File: src/rtl/cdb_arbiter_pkg.sv
// Shared core types for the common data bus: tagged results, the broadcast bus,
// functional-unit tag constants and small sizing helpers.
package cdb_arbiter_pkg;

  localparam int NUM_CDB_REQ = 5;
  localparam int TAG_W       = 6;
  localparam int DATA_W      = 32;

  typedef logic [TAG_W-1:0]  cdb_tag_t;
  typedef logic [DATA_W-1:0] cdb_data_t;

  typedef struct packed {
    cdb_tag_t  tag;
    cdb_data_t val;
  } tagged_data_t;

  typedef struct packed {
    logic      valid;
    cdb_tag_t  tag;
    cdb_data_t data;
  } cdb_bus_t;

  localparam cdb_tag_t FU_TAG_ALU0 = 6'h01;
  localparam cdb_tag_t FU_TAG_ALU1 = 6'h02;
  localparam cdb_tag_t FU_TAG_MUL  = 6'h04;
  localparam cdb_tag_t FU_TAG_LSU  = 6'h08;
  localparam cdb_tag_t FU_TAG_BR   = 6'h10;

  function automatic cdb_tag_t fu_tag(input int fu);
    case (fu)
      0:       return FU_TAG_ALU0;
      1:       return FU_TAG_ALU1;
      2:       return FU_TAG_MUL;
      3:       return FU_TAG_LSU;
      4:       return FU_TAG_BR;
      default: return '0;
    endcase
  endfunction

  // Index width that never collapses to zero bits for degenerate sizes.
  function automatic int idx_w(input int n);
    return (n > 1) ? $clog2(n) : 1;
  endfunction

endpackage

File: src/rtl/cdb_arbiter_if.sv
// Requester-to-arbiter bundle: per-FU requests and payloads in, one-hot grant and
// the registered CDB broadcast out. master = FU side, slave = arbiter side.
interface cdb_arbiter_if
  import cdb_arbiter_pkg::*;
#(
  parameter int NUM_REQ = NUM_CDB_REQ
);

  logic         [NUM_REQ-1:0] req_i;
  tagged_data_t [NUM_REQ-1:0] req_data_i;
  logic         [NUM_REQ-1:0] grant_o;
  cdb_bus_t                   cdb_o;

  modport master (
    output req_i,
    output req_data_i,
    input  grant_o,
    input  cdb_o
  );

  modport slave (
    input  req_i,
    input  req_data_i,
    output grant_o,
    output cdb_o
  );

endinterface

File: src/rtl/cdb_arbiter_rr_priority_picker.sv
// Combinational round-robin pick: first set request at or above ptr_i, else the
// lowest set request (the wrapped part of the scan). Zero latency, no state.
module rr_priority_picker #(
  parameter int N     = 5,
  parameter int PTR_W = 3
) (
  input  logic [N-1:0]     req_i,
  input  logic [PTR_W-1:0] ptr_i,
  output logic [N-1:0]     gnt_o
);

  logic [N-1:0] upper_mask;
  logic [N-1:0] upper_req;
  logic [N-1:0] pick_src;

  always_comb begin
    for (int i = 0; i < N; i++) begin
      upper_mask[i] = (i >= int'(ptr_i));
    end
    upper_req = req_i & upper_mask;
    pick_src  = (|upper_req) ? upper_req : req_i;
    // Two's-complement trick isolates the lowest set bit.
    gnt_o     = pick_src & (~pick_src + N'(1));
  end

endmodule

File: src/rtl/cdb_arbiter.sv
// CDB arbiter: one-hot grant in the request cycle, broadcast registered one cycle later.
// Round-robin with aging override; losers simply hold their request until granted.
module cdb_arbiter
  import cdb_arbiter_pkg::*;
#(
  parameter int NUM_REQ  = NUM_CDB_REQ,
  parameter int MAX_WAIT = 3
) (
  input  logic         clk,
  input  logic         rst,
  input  logic         flush,
  cdb_arbiter_if.slave bus
);

  localparam int PTR_W = idx_w(NUM_REQ);
  localparam int CNT_W = idx_w(MAX_WAIT + 1);

  logic [PTR_W-1:0]              ptr_q, ptr_d;
  logic [NUM_REQ-1:0][CNT_W-1:0] wait_cnt_q, wait_cnt_d;
  cdb_bus_t                      cdb_q, cdb_d;

  logic [NUM_REQ-1:0] rr_gnt;
  logic [NUM_REQ-1:0] aged;
  logic [NUM_REQ-1:0] aged_gnt;
  logic [NUM_REQ-1:0] gnt;

  rr_priority_picker #(
    .N     (NUM_REQ),
    .PTR_W (PTR_W)
  ) u_picker (
    .req_i (bus.req_i),
    .ptr_i (ptr_q),
    .gnt_o (rr_gnt)
  );

  // A requester that has already lost MAX_WAIT times preempts the rotation.
  always_comb begin
    for (int i = 0; i < NUM_REQ; i++) begin
      aged[i] = bus.req_i[i] && (wait_cnt_q[i] == CNT_W'(MAX_WAIT));
    end
    aged_gnt = aged & (~aged + NUM_REQ'(1));
    if (rst || flush) begin
      gnt = '0;
    end else if (|aged) begin
      gnt = aged_gnt;
    end else begin
      gnt = rr_gnt;
    end
  end

  assign bus.grant_o = gnt;
  assign bus.cdb_o   = cdb_q;

  always_comb begin
    ptr_d       = ptr_q;
    cdb_d       = cdb_q;
    cdb_d.valid = 1'b0;
    wait_cnt_d  = wait_cnt_q;
    for (int i = 0; i < NUM_REQ; i++) begin
      if (gnt[i]) begin
        ptr_d       = (i == NUM_REQ - 1) ? '0 : PTR_W'(i + 1);
        cdb_d.valid = 1'b1;
        cdb_d.tag   = bus.req_data_i[i].tag;
        cdb_d.data  = bus.req_data_i[i].val;
      end
      if (flush || !bus.req_i[i] || gnt[i]) begin
        wait_cnt_d[i] = '0;
      end else if (wait_cnt_q[i] != CNT_W'(MAX_WAIT)) begin
        wait_cnt_d[i] = wait_cnt_q[i] + 1'b1;
      end
    end
  end

  always_ff @(posedge clk or posedge rst) begin
    if (rst) begin
      ptr_q      <= '0;
      wait_cnt_q <= '0;
      cdb_q      <= '0;
    end else begin
      ptr_q      <= ptr_d;
      wait_cnt_q <= wait_cnt_d;
      cdb_q      <= cdb_d;
    end
  end

endmodule

File: src/flat_wrapper.sv
// flat-port wrapper written by rule: the top's interface ports become plain ports
module cdb_arbiter_flat import cdb_arbiter_pkg::*;
#(
  parameter int NUM_REQ  = NUM_CDB_REQ,
  parameter int MAX_WAIT = 3
)
  (clk, rst, flush, bus_req_i, bus_req_data_i, bus_grant_o, bus_cdb_o);
  cdb_arbiter_if #(.NUM_REQ(NUM_REQ)) bus_i ();
  input  logic clk;
  input  logic rst;
  input  logic flush;
  input wire logic [$bits(bus_i.req_i)-1:0] bus_req_i;
  input wire logic [$bits(bus_i.req_data_i)-1:0] bus_req_data_i;
  output wire logic [$bits(bus_i.grant_o)-1:0] bus_grant_o;
  output wire logic [$bits(bus_i.cdb_o)-1:0] bus_cdb_o;
  assign bus_i.req_i = bus_req_i;
  assign bus_i.req_data_i = bus_req_data_i;
  assign bus_grant_o = bus_i.grant_o;
  assign bus_cdb_o = bus_i.cdb_o;
  cdb_arbiter #(.NUM_REQ(NUM_REQ), .MAX_WAIT(MAX_WAIT)) u_core (.clk(clk), .rst(rst), .flush(flush), .bus(bus_i));
endmodule
File: config.mk
export PLATFORM = sky130hd
export DESIGN_NAME = cdb_arbiter_flat
export DESIGN_NICKNAME = d
export VERILOG_FILES = /design/src/rtl/cdb_arbiter_pkg.sv /design/src/rtl/cdb_arbiter_if.sv /design/src/rtl/cdb_arbiter_rr_priority_picker.sv /design/src/rtl/cdb_arbiter.sv /design/src/flat_wrapper.sv
export SDC_FILE = /design/constraint.sdc
export NUM_CORES = 1
export LEC_CHECK = 0
export CAP_MARGIN = 20
export CORE_AREA = 4 4 86 120
export DETAILED_ROUTE_END_ITERATION = 6
export DIE_AREA = 0 0 90 124
export GPL_ROUTABILITY_DRIVEN = 0
export GPL_TIMING_DRIVEN = 0
export PLACE_DENSITY = 0.78
export SETUP_SLACK_MARGIN = 0.2
export SLEW_MARGIN = 10
export SYNTH_ARGS = -nofsm -noshare
export SYNTH_HDL_FRONTEND = slang
export SYNTH_SLANG_ARGS = --single-unit
export TNS_END_PERCENT = 50
File: constraint.sdc
create_clock -name clk -period 3.5 [get_ports clk]
set_input_delay 0.7 -clock clk [delete_from_list [all_inputs] [get_ports clk]]
set_output_delay 0.7 -clock clk [all_outputs]
set_load 0.05 [all_outputs]
==> summary.md, run 1 <==
| Metric | Value |
|---|---|
| Top cells by area, synth | dfrtp_1 (42%), a222oi_1 (12%), a22oi_1 (9.7%) |
| Largest net degree at the start of global routing | 31 |
| # rows | 42 |
| Ys flop type | dfrtp_1 |
| Worst setup EP type | primary output |
| P_int | 0.00223 W |
| Clock share of power | 0.178 |
| Net Sw Frac | 0.444 |
| Worst Reg-to-Reg Cells | 9 |
| Tcrit/Tclk final | 0.928 |
| Comb pwr share | 0.570 |
| RSZ-0062 raised after global routing | no |
| Worst reg2reg path endpoint | u_core.bus.cdb_o[33] |
| Share of cells above drive strength 1 | 0.0829 |
| Antenna violations before repair | 0 |
| Final setup viols | 0 |
| Final count of pins violating max slew | 0 |
| Wire length per cell | 20.8 µm |
| Synthesized area per cell | 10.1 µm² |
| First-pass GRT wire length | 20,900 µm |
| Hold WC Path Type | flop to flop |
| Arrival @ worst endpoint | 2.55 ns |
| WL final | 14,100 µm |
| Ys Warns | 0 |
| Layout fillers | 774 |
| Fmax | 308 MHz |
| CTS tree | yes |
| Nets | 769 |
| Max-slew headroom | 0.607 |
| IO Pins | 242 |
| Synth cell count leaders | dfrtp_1 (52), inv_1 (41), a22oi_1 (40) |
| Hold Slack | 0.558 ns |
| Failing checks | design-rule violations |
| Total CTS buffers | 5 |
| CP Data Required Time | 2.80 ns |
| Total number of vias | 3,920 |
| Final Hold Viols | 0 |
| FFs w/ async S/R, synth | 1.00 |
| DRC Markers | 11 |
| LEAKAGE | 2.42 nW |
| IO Port Bufs | 241 |
| Minimum clock period | 3.25 ns |
| Die Ht | 124 µm |
| Vias in the first global route | 4,161 |
| GRT overflow | 0 |
| Seq/Total Area, Yosys | 0.420 |
| Final HPWL DP | 10,800 µm |
| Mapped Cells | 308 |
| N_diodes | 0 |
| # H-tree levels | 2 |
| Die area | 11,200 µm² |
| Core area | 9300 µm² |
| Cell taking the most area after synthesis | dfrtp_1 |
| Crit path kind | primary input to primary output |
| # Max-Cap Violations | 0 |
| Gr usage total | 0.236 |
| Distinct cells, synth | 41 |
| Vias per inst | 5.79 |
| Worst-path fanout max | 4 |
| CP endpoint | bus_grant_o[3] |
| Max VDD drop | 0.000450 V |
| R2R Setup Slk | 0.62 ns |
| Routed Antenna Nets | 0 |
| Hold_buf cts | 0 |
| Max clock buf depth | 2 |
| Clock sink count | 52 |
| Tightest Pin Transition | 0.588 ns |
| Switching pwr | 0.00178 W |
| Fin util | 0.651 |
| Clock skew | 0.00302 ns |
| Yosys top cell area share | 0.420 |
| Pwr dens | 662 nW/µm² |
| Reg clk slew, reported paths | 0.07 ns |
| Initial core utilization | 0.333 |
| Chip width | 90 µm |
| Clk root buf | clkbuf_16 |
| Initial DRC count | 371 |
| Post-synthesis sequential element count | 52 |
| Drt first pass iters | 7 |
| CP Launch Type | primary input |
| Status | complete, but fails checks |
| Number of synthesized flops with an enable pin | 0 |
| FF-to-FF Start | u_core.wait_cnt_q[0] |
| Mapped cell area | 3100 µm² |
| Area Overhead vs Synth | 95.2% |
| Synthesized Nets | 511 |
| Critical path launch point | flush |
| Most frequent cell after synthesis | dfrtp_1 |
| Worst-skew pair later-pin latency | 0.29 ns |
| Seq pwr share | 0.252 |
==> cell families after synthesis <==
| kind of cell | synth area share |
|---|---|
| simple gates | 0.0823 |
| xor+xnor | 0.0141 |
| flops | 0.420 |
| compound gates | 0.362 |
| mux | 0.0161 |
| buf+inv | 0.0860 |
| fa+ha+maj | 0.0202 |
==> cell usage in the layout, fill, tap and decap left out, types with 6 or more instances in the layout <==
master	n
a222oi_1	38
inv_1	40
clkdlybuf4s50_1	230
buf_4	12
dfrtp_1	52
nor4b_1	6
a22oi_1	39
nand2_1	6
o211ai_1	39
clkbuf_1	16
==> what timing repair did <==
| action | CTS | global route |
|---|---|---|
| gates resized for setup | 57 | 11 |
| setup buffers | 7 | 2 |
| gates cloned | 0 | 0 |
| pin swaps | 7 | 2 |
| setup endpoints to repair | 44 | 5 |
==> layer usage <==
layer,up-vias,share of wire,track usage
met2,202,0.55,0.451
met1,1910,0.34,0.249
met3,37,0.077,0.0622
met5,-,0,0
li1,1771,-,-
met4,0,0.029,0.0872
==> worst max-delay path, cell delays in order <==
cell	delay (ns)
clkdlybuf4s50_1	0.49
nor2_4	0.19
nand3_2	0.12
nand2b_1	0.24
o41ai_4	0.46
buf_6	0.16
buf_4	0.19
==> how the worst min path moves through the flow <==
stage                              start                    to  slack (ns)  depth (start not counted)
detailed placement  u_core.wait_cnt_q[3]  u_core.wait_cnt_q[3]        0.54                          2
CTS                 u_core.wait_cnt_q[3]  u_core.wait_cnt_q[3]        0.55                          2
global route        u_core.bus.cdb_o[28]  u_core.bus.cdb_o[28]        0.57                          2
floorplan           u_core.wait_cnt_q[3]  u_core.wait_cnt_q[3]        0.49                          2
global placement    u_core.wait_cnt_q[3]  u_core.wait_cnt_q[3]        0.51                          2
finish              u_core.wait_cnt_q[3]  u_core.wait_cnt_q[3]        0.56                          2
==> sequential cells by signal (all words and copies together) (netlist names) <==
| register | count |
|---|---|
| u_core.bus.cdb_o | 39 |
| u_core.wait_cnt_q | 10 |
| u_core.ptr_q | 3 |
==> power by group through the flow <==
stage	clock (W)	sequential (W)	combinational, W
finish	0.000712	0.00101	0.00229
global route	0.000744	0.00105	0.00240
CTS	0.000718	0.00101	0.00229
detailed placement	0	0.00101	0.00225
global placement	0	0.00101	0.00221
floorplan	0	0.00177	0.000578
==> cell type report <==
cell class	count	area, µm²	share of cell area
Buffer	25	146	0.0242
Timing Repair Buffer	251	2490	0.412
Tap cell	110	138	0.0227
Multi-Input combinational cell	189	1600	0.265
Clock inverter	3	90.1	0.0149
Sequential cell	52	1300	0.215
Clock buffer	5	125	0.0207
Inverter	42	158	0.0260
==> per-stage QoR <==
step | cell area [µm²] | setup TNS [ns] | std cells | power [W] | worst slack (ns)
3_5_place_dp | 5670 | -13.12 | 660 | 0.00326 | -1.35
6_report | 6050 | 0 | 677 | 0.00401 | 0.254
3_3_place_gp | 5650 | -9.37 | 659 | 0.00322 | -1.27
5_1_grt | 6050 | 0 | 677 | 0.00419 | 0.201
2_1_floorplan | 3100 | 0 | 308 | 0.00235 | 0.322
4_1_cts | 6020 | 0 | 675 | 0.00402 | 0.104
Power figures use the tool's default switching activity.
==> run 2, diff against run 1 <==
CORE_AREA = 4 4 93 130   (was 4 4 86 120)
DIE_AREA = 0 0 97 134   (was 0 0 90 124)
SYNTH_HIERARCHICAL = 1   (was default)
==> summary.md, run 2 <==
| Metric | Value |
|---|---|
| Status | completed |
| Ys flop type | dfrtp_1 |
| Max clock buf depth | 2 |
| Worst reg2reg path endpoint | u_core/bus.cdb_o[4] |
| Commonest cells after routing, fill and taps aside | clkdlybuf4s50_1 (230), dfrtp_1 (49), o211ai_1 (46), a221o_1 (43), buf_4 (37) |
| Total number of vias | 5,545 |
| Critical Path, Cell by Cell | buf_4 > nor2b_4 > nor3_1 > a211oi_2 > a21oi_2 > or2_4 > buf_8 > or2_4 > buf_6 > inv_6 > buf_8 > buf_8 |
| Cell Count Post-Placement | 846 |
| Max reg flops | 39 |
| Reg clk slew, reported paths | 0.07 ns |
| Final HPWL DP | 15,000 µm |
| Largest net degree at the start of global routing | 31 |
| Top cells by area, synth | dfrtp_1 (31%), a221o_1 (10%), o211ai_1 (8.3%) |
| Worst Reg-to-Reg Cells | 16 |
| Clk root buf | clkbuf_16 |
| Max VDD drop | 0.000281 V |
| Synthesized area per cell | 9.02 µm² |
| Post-synthesis sequential element count | 52 |
| Hold Path Sink | u_core/bus.cdb_o[12] |
| Most frequent cell after synthesis | dfrtp_1 |
| Tcrit/Tclk final | 0.949 |
| CTS tree | yes |
| Core area | 10,900 µm² |
| Gr usage total | 0.288 |
| Most used cell, CP | buf_8 |
| Slowest CP cell | dfrtp_2 |
| Register area | 1310 µm² |
| LEAKAGE | 2.88 nW |
| Vias per inst | 6.29 |
| Hold_buf cts | 0 |
| Worst-path fanout max | 7 |
| DRC Markers | 0 |
| Multi-input gate area | 2800 µm² |
| Post-route cell area | 7420 µm² |
| # Max-Cap Violations | 0 |
| Pwr dens | 624 nW/µm² |
| Dpl ws | -1.58 ns |
| CP max stage delay | 0.49 ns |
| Die area | 13,000 µm² |
| Seq/Total Area, Yosys | 0.312 |
| GRT overflow | 0 |
| Antenna violations before repair | 0 |
| Synth cell count leaders | dfrtp_1 (52), o211ai_1 (46), a221o_1 (43) |
| Max-slew headroom | 0.612 |
| Final count of pins violating max slew | 0 |
| Mapped Cells | 463 |
| CP Data Required Time | 2.80 ns |
| Worst setup EP type | primary output |
| CP Launch Type | flop |
| Mapped cell area | 4180 µm² |
| Initial core utilization | 0.384 |
| Drt first pass iters | 5 |
| Placed inst area | 6780 µm² |
| FFs w/ async S/R, synth | 1.00 |
| Layout fillers | 850 |
| Fin util | 0.683 |
| First-pass GRT wire length | 30,200 µm |
| R2R Setup Slk | 0.35 ns |
| N_diodes | 0 |
| Final Non-Filler Cells | 881 |
| Yosys top cell area share | 0.312 |
| Routed Antenna Nets | 0 |
| Number of synthesized flops with an enable pin | 0 |
| Ys Warns | 6 |
| Die Ht | 134 µm |
| Wire length per cell | 22.6 µm |
| Cell taking the most area after synthesis | dfrtp_1 |
| # H-tree levels | 2 |
| Total CTS buffers | 5 |
| Final Hold Viols | 0 |
| Area Overhead vs Synth | 77.7% |
| Post-route worst setup slack | 0.177 ns |
| IO Port Bufs | 241 |
| Final setup viols | 0 |
| RSZ-0062 raised after global routing | yes |
| Fmax | 301 MHz |
| Worst Hold Path Cells | 1 |
| Hold Path Origin | u_core/bus.cdb_o[12] |
| Minimum clock period | 3.32 ns |
| WL final | 19,900 µm |
| Crit path kind | flop to primary output |
| Worst-skew pair later-pin latency | 0.29 ns |
| Chip width | 97 µm |
| Commonest non-fill, non-tap cell in the layout | clkdlybuf4s50_1 |
| Synthesized Nets | 666 |
| # rows | 45 |
| FF-to-FF Start | u_core/ptr_q[2] |
| Clock sink count | 52 |
| Share of cells above drive strength 1 | 0.150 |
| Vias in the first global route | 5,710 |
| Clock skew | 0.00639 ns |
| Nets | 942 |
| Hold WC Path Type | flop to flop |
| IO Pins | 242 |
| Arrival @ worst endpoint | 2.62 ns |
| Tightest Pin Transition | 0.580 ns |
| Setup TNS | 0 ns |
| Initial DRC count | 448 |
| Distinct cells, synth | 63 |
[run 2: cell count changes after synthesis, moves of 11 or more]
cell / delta
a221o_1: +43
buf_2: +11
o22ai_1: +27
nand2_1: +28
a22oi_1: -40
a31oi_1: +22
clkbuf_1: +11
a22o_1: +11
a222oi_1: -38
o2bb2ai_1: +28
inv_1: -35
o21ai_0: +21
[run 2: critical path: cells and delay by family, from the launching register on]
kind | cells | cell delay [ns]
and+or+nand+nor | 4 | 0.75
buffers and inverters | 6 | 0.71
DFF | 1 | 0.49
AOI/OAI and AO/OA | 2 | 0.38
[run 2: worst max path at each step]
stage                          from        endpoint  cells after the start  slack (ns)
floorplan              bus_req_i[0]  bus_grant_o[3]                      7        0.26
global placement       bus_req_i[1]  bus_grant_o[4]                     12       -1.51
detailed placement     bus_req_i[1]  bus_grant_o[4]                     12       -1.58
CTS                             rst  bus_grant_o[4]                      8        0.20
global route                  flush  bus_grant_o[2]                      7        0.14
finish              u_core/ptr_q[2]  bus_grant_o[4]                     12        0.18
[run 2: final cells by class]
cell class / instances / share of cell area
inverter: 7 / 0.00422
clock buffer: 6 / 0.0174
clock inverter: 2 / 0.00472
multi-input combinational: 352 / 0.377
timing repair buffer: 269 / 0.356
sequential: 52 / 0.176
buffer: 52 / 0.0416
tap: 141 / 0.0238
[run 2: what timing repair did]
item                       in CTS  in global routing
pin swaps                       8                  9
gates resized for setup       101                 28
setup buffers                  16                 11
setup endpoints to repair      51                 45
[run 2: power breakdown]
group | switching, W | internal (W) | total, W
clock | 0.000219 | 0.000337 | 0.000556
sequential | 0.000191 | 0.000851 | 0.00104
combinational | 0.00177 | 0.00126 | 0.00303
[run 2: metal layers]
metal / track usage / up-vias / part of all wire / wire length [µm]
li1: - / 2458 / - / -
met1: 0.329 / 2624 / 0.35 / 7020
met2: 0.531 / 396 / 0.52 / 10400
met3: 0.0499 / 67 / 0.089 / 1770
met4: 0.110 / 0 / 0.037 / 729
met5: 0 / - / 0 / 0
[run 2: cell families (layout without fill, tap and decap cells)]
| kind of cell | count (synthesis) | count (layout) | synth area share |
|---|---|---|---|
| compound gates | 248 | 248 | 0.468 |
| xor+xnor | 5 | 5 | 0.0105 |
| fa+ha+maj | 5 | 5 | 0.0150 |
| buf+inv | 59 | 336 | 0.0650 |
| flops | 52 | 52 | 0.312 |
| mux | 5 | 5 | 0.0120 |
| simple gates | 89 | 89 | 0.118 |
[run 2: stage by stage]
step	hold slack, ns	power [W]
after floorplan	0.493	0.00274
after global placement	0.474	0.00373
after detailed placement	0.476	0.00379
after CTS	0.492	0.00449
after global routing	0.521	0.00481
final	0.488	0.00463
==> run 3, diff against run 2 <==
CORE_AREA = 4 4 98 137   (was 4 4 93 130)
DIE_AREA = 0 0 102 141   (was 0 0 97 134)
PLACE_DENSITY = 0.73   (was 0.78)
clock period = 2.7 ns   (was 3.5 ns; I/O delays follow)
==> summary.md, run 3 (same netlist as run 2, synthesis figures left out) <==
| Metric | Value |
|---|---|
| Status | complete, but fails checks |
| Failing checks | negative setup slack |
| P_int | 0.00339 W |
| Vias in the first global route | 5,707 |
| Minimum clock period | 3.03 ns |
| Worst Hold Path Cells | 1 |
| Layout fillers | 1,016 |
| GRT overflow | 0 |
| Reg clk slew, reported paths | 0.07 ns |
| Max VDD drop | 0.000538 V |
| Fmax | 330 MHz |
| Tightest Pin Transition | 0.793 ns |
| Max clock buf depth | 2 |
| Clock share of power | 0.101 |
| Final count of pins violating max slew | 0 |
| N_diodes | 0 |
| Share of cells above drive strength 1 | 0.223 |
| Fin util | 0.647 |
| Hold Slack | 0.491 ns |
| Total number of vias | 5,718 |
| FF-to-FF Start | u_core/ptr_q[1] |
| LEAKAGE | 3.10 nW |
| R2R Setup Slk | -0.28 ns |
| Routed Antenna Nets | 0 |
| Max reg flops | 39 |
| Area Overhead vs Synth | 89.8% |
| Gr usage total | 0.263 |
| Cell Count Post-Placement | 855 |
| Worst-path fanout max | 6 |
| Initial DRC count | 439 |
| Clock sink count | 52 |
| Slowest CP cell | dfrtp_2 |
| Hold Path Origin | u_core/bus.cdb_o[10] |
| CP delay by family, top | simple AND/OR/NAND/NOR gates |
| Crit path buffers/inverters | 3 |
| RSZ-0062 raised after global routing | yes |
| Die area | 14,400 µm² |
| Nets | 960 |
| Commonest non-fill, non-tap cell in the layout | clkdlybuf4s50_1 |
| CTS tree | yes |
| Final Hold Viols | 0 |
| Core area | 12,300 µm² |
| Final Non-Filler Cells | 907 |
| Critical Path, Cell by Cell | or3b_1 > and4_4 > buf_6 > a221oi_4 > and4_4 > buf_6 > or2_4 > buf_8 |
| IO Port Bufs | 241 |
| Commonest cells after routing, fill and taps aside | clkdlybuf4s50_1 (230), dfrtp_1 (49), o211ai_1 (46), a221o_1 (43), buf_4 (36) |
| First-pass GRT wire length | 30,000 µm |
| # H-tree levels | 2 |
| # Max-Cap Violations | 0 |
| Tcrit/Tclk final | 1.12 |
| Worst-skew pair later-pin latency | 0.30 ns |
| Post-route worst setup slack | -0.332 ns |
| Clk root buf | clkbuf_16 |
| Antenna violations before repair | 0 |
| Wire length per cell | 22.9 µm |
| # rows | 48 |
| Clock skew | 0.00824 ns |
| Hold WC Path Type | flop to flop |
| Hold_buf cts | 0 |
| Worst Reg-to-Reg Cells | 10 |
| Crit path kind | flop to primary output |
| Worst setup EP type | primary output |
| Total CTS buffers | 5 |
| Vias per inst | 6.30 |
| Final HPWL DP | 15,100 µm |
| Arrival @ worst endpoint | 2.49 ns |
| Final setup viols | 44 |
| Initial core utilization | 0.341 |
| IO Pins | 242 |
| Comb pwr share | 0.690 |
| Worst reg2reg path endpoint | u_core/bus.cdb_o[0] |
| Hold Path Sink | u_core/bus.cdb_o[10] |
| Largest net degree at the start of global routing | 31 |
| CP Data Required Time | 2.16 ns |
| Net Sw Frac | 0.465 |
| WL final | 20,800 µm |
| Seq pwr share | 0.209 |
| Setup TNS | -6.43 ns |
| DRC Markers | 0 |
| Pwr dens | 799 nW/µm² |
| CP Launch Type | flop |
| Drt first pass iters | 5 |
| Chip width | 102 µm |
| Switching pwr | 0.00294 W |
| CP max stage delay | 0.44 ns |
| Die Ht | 141 µm |
| Max-slew headroom | 0.471 |
==> run 3: cell types whose count changed in the layout (fill, tap and decap cells not counted), moves of 3 or more <==
cell,before,now
clkbuf_1,28,11
buf_8,6,11
o22ai_1,28,13
clkbuf_16,5,8
clkbuf_8,0,4
clkbuf_2,2,9
buf_12,1,4
a221oi_1,5,0
o22ai_2,0,14
a221oi_2,1,4
buf_6,6,17
==> run 3: how the worst max path moves through the flow <==
stage | start | cells after the start | end
floorplan | bus_req_i[0] | 10 | u_core/bus.cdb_o[0]
finish | u_core/ptr_q[1] | 8 | bus_grant_o[1]
CTS | u_core/ptr_q[1] | 8 | bus_grant_o[3]
global route | u_core/ptr_q[1] | 8 | bus_grant_o[1]
detailed placement | bus_req_i[4] | 11 | bus_grant_o[4]
global placement | bus_req_i[3] | 12 | bus_grant_o[4]
==> run 3: metal layers <==
layer,track usage,vias to the layer above,part of all wire
met5,0,-,0
met4,0.123,0,0.043
met3,0.0396,74,0.086
met2,0.466,390,0.52
met1,0.305,2749,0.35
li1,-,2505,-
==> run 3: final cells by class <==
cell class	count	area, µm²	share of cell area
well taps	150	188	0.0237
flip-flops and latches	52	1310	0.165
repair buffers	288	2880	0.363
inverters	7	36.3	0.00458
clock buffers	5	125	0.0158
multi-input cells	352	2950	0.372
clock inverters	2	12.5	0.00158
plain buffers	51	432	0.0545
==> run 3: per-stage QoR <==
step	area, µm²	total power [W]	setup WS (ns)
after CTS	7510	0.00594	-0.330
final	7930	0.00633	-0.332
after detailed placement	6910	0.00495	-1.75
after global routing	7930	0.00658	-0.364
after global placement	6890	0.00487	-1.70
after floorplan	4290	0.00361	-0.0830
==> run 3: power by group through the flow <==
| stage | Combinational [W] | Clock [W] | Sequential, W |
|---|---|---|---|
| finish | 0.00437 | 0.000641 | 0.00132 |
| global route | 0.00454 | 0.000688 | 0.00136 |
| CTS | 0.00398 | 0.000652 | 0.00131 |
| detailed placement | 0.00362 | 0 | 0.00133 |
| global placement | 0.00356 | 0 | 0.00132 |
| floorplan | 0.00133 | 0 | 0.00228 |
==> run 3: what timing repair did <==
action,4_1_cts,5_1_grt
pin swaps,23,28
endpoints found under the setup margin,57,50
gates resized for setup,129,64
gates cloned,1,3
setup buffers,24,18
